### config.mk
export PLATFORM = sky130hd
export DESIGN_NAME = logic_unit_arbiter
export DESIGN_NICKNAME = d
export VERILOG_FILES = /design/src/rtl/logic_unit_arbiter.sv
export SDC_FILE = /design/constraint.sdc
export NUM_CORES = 1
export LEC_CHECK = 0
export CORE_ASPECT_RATIO = 1.5
export CORE_MARGIN = 5
export CORE_UTILIZATION = 45
export CTS_CLUSTER_SIZE = 25
export DETAILED_ROUTE_END_ITERATION = 10
export PLACE_DENSITY_LB_ADDON = 0.25
export SYNTH_ARGS = -nofsm -noshare
export SYNTH_HDL_FRONTEND = slang
export SYNTH_SLANG_ARGS = --single-unit
### constraint.sdc
create_clock -name clk -period 2.38 [get_ports clk]
set_input_delay 0.238 -clock clk [delete_from_list [all_inputs] [get_ports clk]]
set_output_delay 0.238 -clock clk [all_outputs]
set_load 0.02 [all_outputs]
### src/rtl/logic_unit_arbiter.sv
// Two requesters share one bitwise logic unit (AND/OR/XOR/NOR) through a
// round-robin arbiter feeding a single-entry result register.
module logic_unit_arbiter #(
   parameter int WIDTH = 32
) (
   input  logic             clk,
   input  logic             reset,
   input  logic             req0_valid,
   input  logic [1:0]       req0_op,
   input  logic [WIDTH-1:0] req0_a,
   input  logic [WIDTH-1:0] req0_b,
   output logic             req0_ready,
   input  logic             req1_valid,
   input  logic [1:0]       req1_op,
   input  logic [WIDTH-1:0] req1_a,
   input  logic [WIDTH-1:0] req1_b,
   output logic             req1_ready,
   output logic             res_valid,
   output logic [WIDTH-1:0] res_data,
   output logic             res_id,
   input  logic             res_ready,
   output logic             busy
);

   // Handshake: a transfer happens on any edge where valid && ready are both
   // high; ready may look at valid, valid never waits for ready, and the
   // producer must hold its payload until the transfer edge.

   logic             res_valid_q, res_valid_d;
   logic [WIDTH-1:0] res_data_q, res_data_d;
   logic             res_id_q, res_id_d;
   logic             last_grant_q, last_grant_d;

   logic             can_accept;
   logic             grant1;
   logic             xfer;
   logic [1:0]       sel_op;
   logic [WIDTH-1:0] sel_a, sel_b;
   logic [WIDTH-1:0] unit_out;

   function automatic logic [WIDTH-1:0] logic_op(input logic [1:0]       op,
                                                 input logic [WIDTH-1:0] a,
                                                 input logic [WIDTH-1:0] b);
      logic [WIDTH-1:0] r;
      case (op)
         2'b00:   r = a & b;
         2'b01:   r = a | b;
         2'b10:   r = a ^ b;
         default: r = ~(a | b);
      endcase
      return r;
   endfunction

   always_comb begin
      can_accept = !res_valid_q || res_ready;
      // On contention the requester not named by last_grant wins.
      grant1     = req1_valid && (!req0_valid || !last_grant_q);
      req0_ready = !reset && can_accept && req0_valid && !grant1;
      req1_ready = !reset && can_accept && grant1;
      xfer       = req0_ready || req1_ready;
      sel_op     = grant1 ? req1_op : req0_op;
      sel_a      = grant1 ? req1_a  : req0_a;
      sel_b      = grant1 ? req1_b  : req0_b;
      unit_out   = logic_op(sel_op, sel_a, sel_b);
   end

   always_comb begin
      res_valid_d  = res_valid_q;
      res_data_d   = res_data_q;
      res_id_d     = res_id_q;
      last_grant_d = last_grant_q;
      if (xfer) begin
         res_valid_d  = 1'b1;
         res_data_d   = unit_out;
         res_id_d     = grant1;
         last_grant_d = grant1;
      end else if (res_ready) begin
         res_valid_d  = 1'b0;
      end
   end

   always_ff @(posedge clk) begin
      if (reset) begin
         res_valid_q  <= 1'b0;
         res_data_q   <= '0;
         res_id_q     <= 1'b0;
         last_grant_q <= 1'b1;
      end else begin
         res_valid_q  <= res_valid_d;
         res_data_q   <= res_data_d;
         res_id_q     <= res_id_d;
         last_grant_q <= last_grant_d;
      end
   end

   assign res_valid = res_valid_q;
   assign res_data  = res_data_q;
   assign res_id    = res_id_q;
   assign busy      = res_valid_q || req0_valid || req1_valid;

endmodule
* After elaboration in Yosys (flattened, before gate mapping)
Index checks and enable logic that the tools add are counted.
** Cells by class
- $lt $le $gt $ge :: 0
- Shift operators :: 0
- Reduce and logical (&&, ||, !) cells :: 17
- Divide/modulo/power cells :: 0
- Bitwise gates (word level) :: 4
- $add $sub $neg :: 0
- Muxes and demuxes :: 6
- Multiply operators :: 0
- Eq/ne operators :: 2
** Operators by type and width (count)
- $pmux 32 s3 :: 1
- $mux 32 :: 2
- $and 32x32->32 :: 1
- $not 32->32 :: 1
- $or 32x32->32 :: 1
- $xor 32x32->32 :: 1
- $logic_and 1x1->1 :: 5
- $logic_not 1->1 :: 5
- $logic_or 1x1->1 :: 5
- $eq 2x1->1 const B :: 1
- $eq 2x2->1 const B :: 1
- $logic_not 2->1 :: 1
- $mux 1 :: 2
- $mux 2 :: 1
- $reduce_bool 2->1 :: 1
** Storage, ports and cells
- Register bits :: 35
- Output and inout bits :: 37
- Logic and storage cells :: 33
- Bits in latches :: 0
- Memories :: 0
- Input bits :: 137
- RAM bits :: 0
- ROM bits :: 0

* Longest topological paths before layout
- Word-level depth :: 7
- Depth in mapped cells :: 11
- Depth with buffers taken out :: 8

* Worst setup path after synthesis
Ideal clock, no wire load.
- Kind :: reg2reg
- From :: register last_grant_q
- To :: register res_data_q[15] (netlist: res_data[15])
- Library setup time :: 0.152 ns
- Cell stages (with the launch flop) :: 12
- Slack :: 0.213 ns
- Path buffers :: 3
- Arrival time :: 2.015 ns
- Required time :: 2.228 ns
- Period minus slack after synthesis :: 2.167 ns
- Cells stage by stage :: dfxtp_1 > a21bo_1 > buf_4 > buf_2 > buf_4 > mux2i_1 > inv_2 > ha_1 > mux2i_1 > nor2_1 > a21oi_1 > a221oi_2
** Between the ends
- Cells in the longest elaborated chain, start to end :: 7
- Elaborated cells between the ends (all ways) :: 18
- Those cells by class :: eq/ne: 2; mux: 4; bitwise: 4; reduce/logical: 8
** Ends and longest elaborated chain
- start: declaration :: RTL line 32 : logic last_grant_q, last_grant_d;
- start signal: assignment :: RTL line 92 : last_grant_q <= last_grant_d;
- $logic_not 1->1 * :: RTL line 57 : grant1 = req1_valid && (!req0_valid || !last_grant_q);
- $logic_or 1x1->1 * :: RTL line 57
- $logic_and 1x1->1 * :: RTL line 57
- $mux 32, on equally long branches :: RTL line 62, 63
- $or 32x32->32 :: RTL line 47, 49
- $not 32->32 :: RTL line 49 : default: r = ~(a | b);
- $pmux 32 s3 :: RTL line 45 : case (op)
- end signal: assignment :: RTL line 90 : res_data_q <= res_data_d;
- end: declaration :: RTL line 30 : logic [WIDTH-1:0] res_data_q, res_data_d;
Every way passes the cells marked *; elsewhere a longest branch is shown, timed or not.
A chain may end at the register's enable or synchronous reset.

* Final worst setup path
- From :: input req1_valid
- To :: register res_data_q[15] (netlist: res_data[15])
** Between the ends
- Cells in the longest elaborated chain, start to end :: 5
- Elaborated cells between the ends (all ways) :: 16
- Those cells by class :: eq/ne: 2; mux: 4; bitwise: 4; reduce/logical: 6
** Ends and longest elaborated chain
- start: declaration :: RTL line 13 : input logic req1_valid,
- $logic_and 1x1->1 * :: RTL line 57
- $mux 32, on equally long branches :: RTL line 62, 63
- $or 32x32->32 :: RTL line 47, 49
- $not 32->32 :: RTL line 49
- $pmux 32 s3 :: RTL line 45
Marks and branches as above.

==> results.txt <==
Status: finished clean
Mean Syn Cell Area: 7.91 sq um
First-pass GRT wire length: 28200 microns
Post-Layout Cell Count: 979
Seq cells post-synth: 35
Max Cap Viol: 0
Lkg Pwr: 3.38 nW
DP HPWL: 12700 microns
TritonCTS Sinks: 35
DR WL met2: 8890 microns
DRT antenna net count: 0
Tot Pwr: 0.00300 W
Vias in the first global route: 6108
RSZ-0062 raised after global routing: no
First-pass detailed-route iteration total: 5
Ports: 174
WL final: 17200 microns
Yosys cell types: 31
Synth async-reset ratio: 0
DR vias: 5738
Hold Crit Depth: 2
Type of origin of the critical path: input port
CP max FO: 31
FP Rows: 48
Logic gate share of total power: 0.546
Die Y: 143 microns
CTS tree: done
Gr usage total: 0.237
Slew headroom: 0.575
Clock buffer count from CTS: 5
Fraction of layout instances using a drive strength above 1: 0.162
DR vias/cell: 5.86
1st-iter DRT viols: 298
DRC violation count after routing: 0
Core region area: 11500 sq um
CP required: 2.52 ns
Area Overhead vs Synth: 42.6%
Final period util: 0.929
Initial Util: 0.461
Ys flop type: dfxtp_1
Critical Path End Type: flip-flop
Area taken by multi-input logic gates: 4090 sq um
DIE WIDTH: 98.7 microns
PwrDens: 395 nW/um^2
Final nets: 1030
GP Congestion: 0.791
Crit-path cells: clkdlybuf4s50_1 -> a21bo_4 -> buf_12 -> mux2i_2 -> inv_2 -> ha_1 -> mux2i_1 -> nor2_1 -> a21oi_1 -> a221oi_2
Clock Power Share: 0.225
VDD IR-drop max: 0.262 mV
Number of setup buffers added after CTS: 0
CP max-delay cell: clkdlybuf4s50_1
Number of synthesized flops with an enable pin: 0
DR WL/cell: 17.6 microns
Register cell area after layout: 701 sq um
Synthesized instance count: 672
Gr ovfl total: 0
CP bufs+invs: 3
Yosys warns: 0
Worst reg-to-reg path cell count: 9
Crit path max-delay family: buffers and inverters
Tmin final: 2.21 ns
Sequential fraction of the synthesis area: 0.132
Hold buffers post-CTS: 0
Fillers: 968
Post-Synthesis Net Count: 873
Slew Viols, Final: 0
Pint: 0.00185 W
Crit path depth: 10
Initial antenna violation count: 0
Root buffer cell: clkbuf_16
Largest net degree at the start of global routing: 66
Met1 WL: 6700 microns
Sequential Power Share: 0.229
Worst clock skew: 0.00265 ns
Worst slew pin tran: 0.638 ns
Mapped cell area: 5320 sq um
Sw frac: 0.382
Max incr delay on CP: 0.45 ns
HP Class: in -> reg
Reported net switching power: 0.00115 W
Worst Path Class, Setup: in -> reg
Met3 wire len: 1100 microns
Skew-Pair Late Insertion Delay: 0.28 ns
Clk buf depth: 2
ANT cells: 0
Clk slew on worst S/H paths: 0.06 ns
Die area: 14100 sq um
I/O Buffers: 173
Final setup vio count: 0
Placed cells: 972
Hold Vio Cnt, Final: 0
CP arrival: 2.35 ns
H-tree level count: 2
Fmax: 452 MHz
Top layer used by detailed routing: met4
[metrics by stage]
step | TNS (ns) | setup slack, ns | util | hold slack [ns] | area, sq um
floorplan | 0 | 0.213 | - | 0.428 | 5320
global placement | -0.0132 | -0.00776 | 0.643 | 0.481 | 7410
detailed placement | -1.59 | -0.122 | 0.643 | 0.492 | 7410
CTS | 0 | 0.0289 | 0.655 | 0.275 | 7560
global route | 0 | 0.0141 | 0.658 | 0.291 | 7580
finish | 0 | 0.170 | 0.658 | 0.287 | 7580
[per-layer routing]
metal | vias up | GRT usage
met2 | 220 | 0.432
met1 | 2730 | 0.262
met5 | - | 0
li1 | 2751 | -
met3 | 37 | 0.0445
met4 | 0 | 0.114
[placed cells by master (no fill, tap or decap), types with 2 or more instances in the layout]
cell	Yosys	routed
a221oi_2	58	58
dfxtp_1	35	35
ha_1	64	64
buf_4	2	32
dlymetal6s2s_1	0	2
a21oi_1	32	32
mux2i_1	63	61
nor2_4	0	2
a221oi_1	6	6
buf_12	0	13
nor4_1	32	31
clkdlybuf4s50_1	0	169
mux2i_2	0	2
mux2_4	2	2
a22oi_1	33	33
clkbuf_16	0	5
nor4b_1	33	32
inv_2	10	10
nor2_1	34	33
nand2_1	134	134
nor2b_1	3	2
inv_1	54	54
[final timing paths]
kind,to,slack (ns),startpoint
setup / recovery,res_data[15]$_SDFFE_PP0P_,0.17,req1_valid
hold / removal,res_data[28]$_SDFFE_PP0P_,0.29,reset
setup reg to reg,res_data[15]$_SDFFE_PP0P_,0.17,last_grant_q$_SDFFE_PP1P_
hold reg to reg,res_data[6]$_SDFFE_PP0P_,0.50,res_data[6]$_SDFFE_PP0P_
[repair_timing]
action | CTS | global route
gates resized for setup | 0 | 6
endpoints found under the hold margin | 0 | 0
setup endpoints to repair | 0 | 5
[cell usage after synthesis (31+ instances only)]
master	count	area, sq um
nor4b_1	33	289
nor4_1	32	200
buf_2	31	155
ha_1	64	801
a221oi_2	58	871
a22oi_1	33	248
inv_1	54	203
nand2_1	134	503
nor2_1	34	128
mux2i_1	63	631
a21oi_1	32	160
dfxtp_1	35	701
[kinds of logic after synthesis]
group           Yosys count  synth area share
fa+ha+maj                64             0.151
flops                    35             0.132
buf+inv                 131             0.110
mux                      66             0.128
compound gates          133             0.257
simple gates            243             0.222
[power groups by stage]
| stage | clock network (W) | registers (W) | logic (W) |
|---|---|---|---|
| 5_1_grt | 0.000711 | 0.000693 | 0.00179 |
| 6_report | 0.000673 | 0.000687 | 0.00164 |
| 4_1_cts | 0.000686 | 0.000688 | 0.00163 |
| 3_3_place_gp | 0 | 0.000696 | 0.00155 |
| 2_1_floorplan | 0 | 0.000749 | 0.000938 |
| 3_5_place_dp | 0 | 0.000700 | 0.00162 |
[registers in the layout, indices dropped and copies added, names as in the netlist]
register,flops
last_grant_q,1
res_data,32
res_id,1
res_valid,1
[cell type report]
cell class	instances	share of cell area
clock inverter	1	0.000660
multi-input combinational	506	0.539
sequential	35	0.0924
timing repair buffer	217	0.293
tap	150	0.0248
inverter	64	0.0317
clock buffer	6	0.0183
No activity file was read; power rests on OpenSTA's default activity.
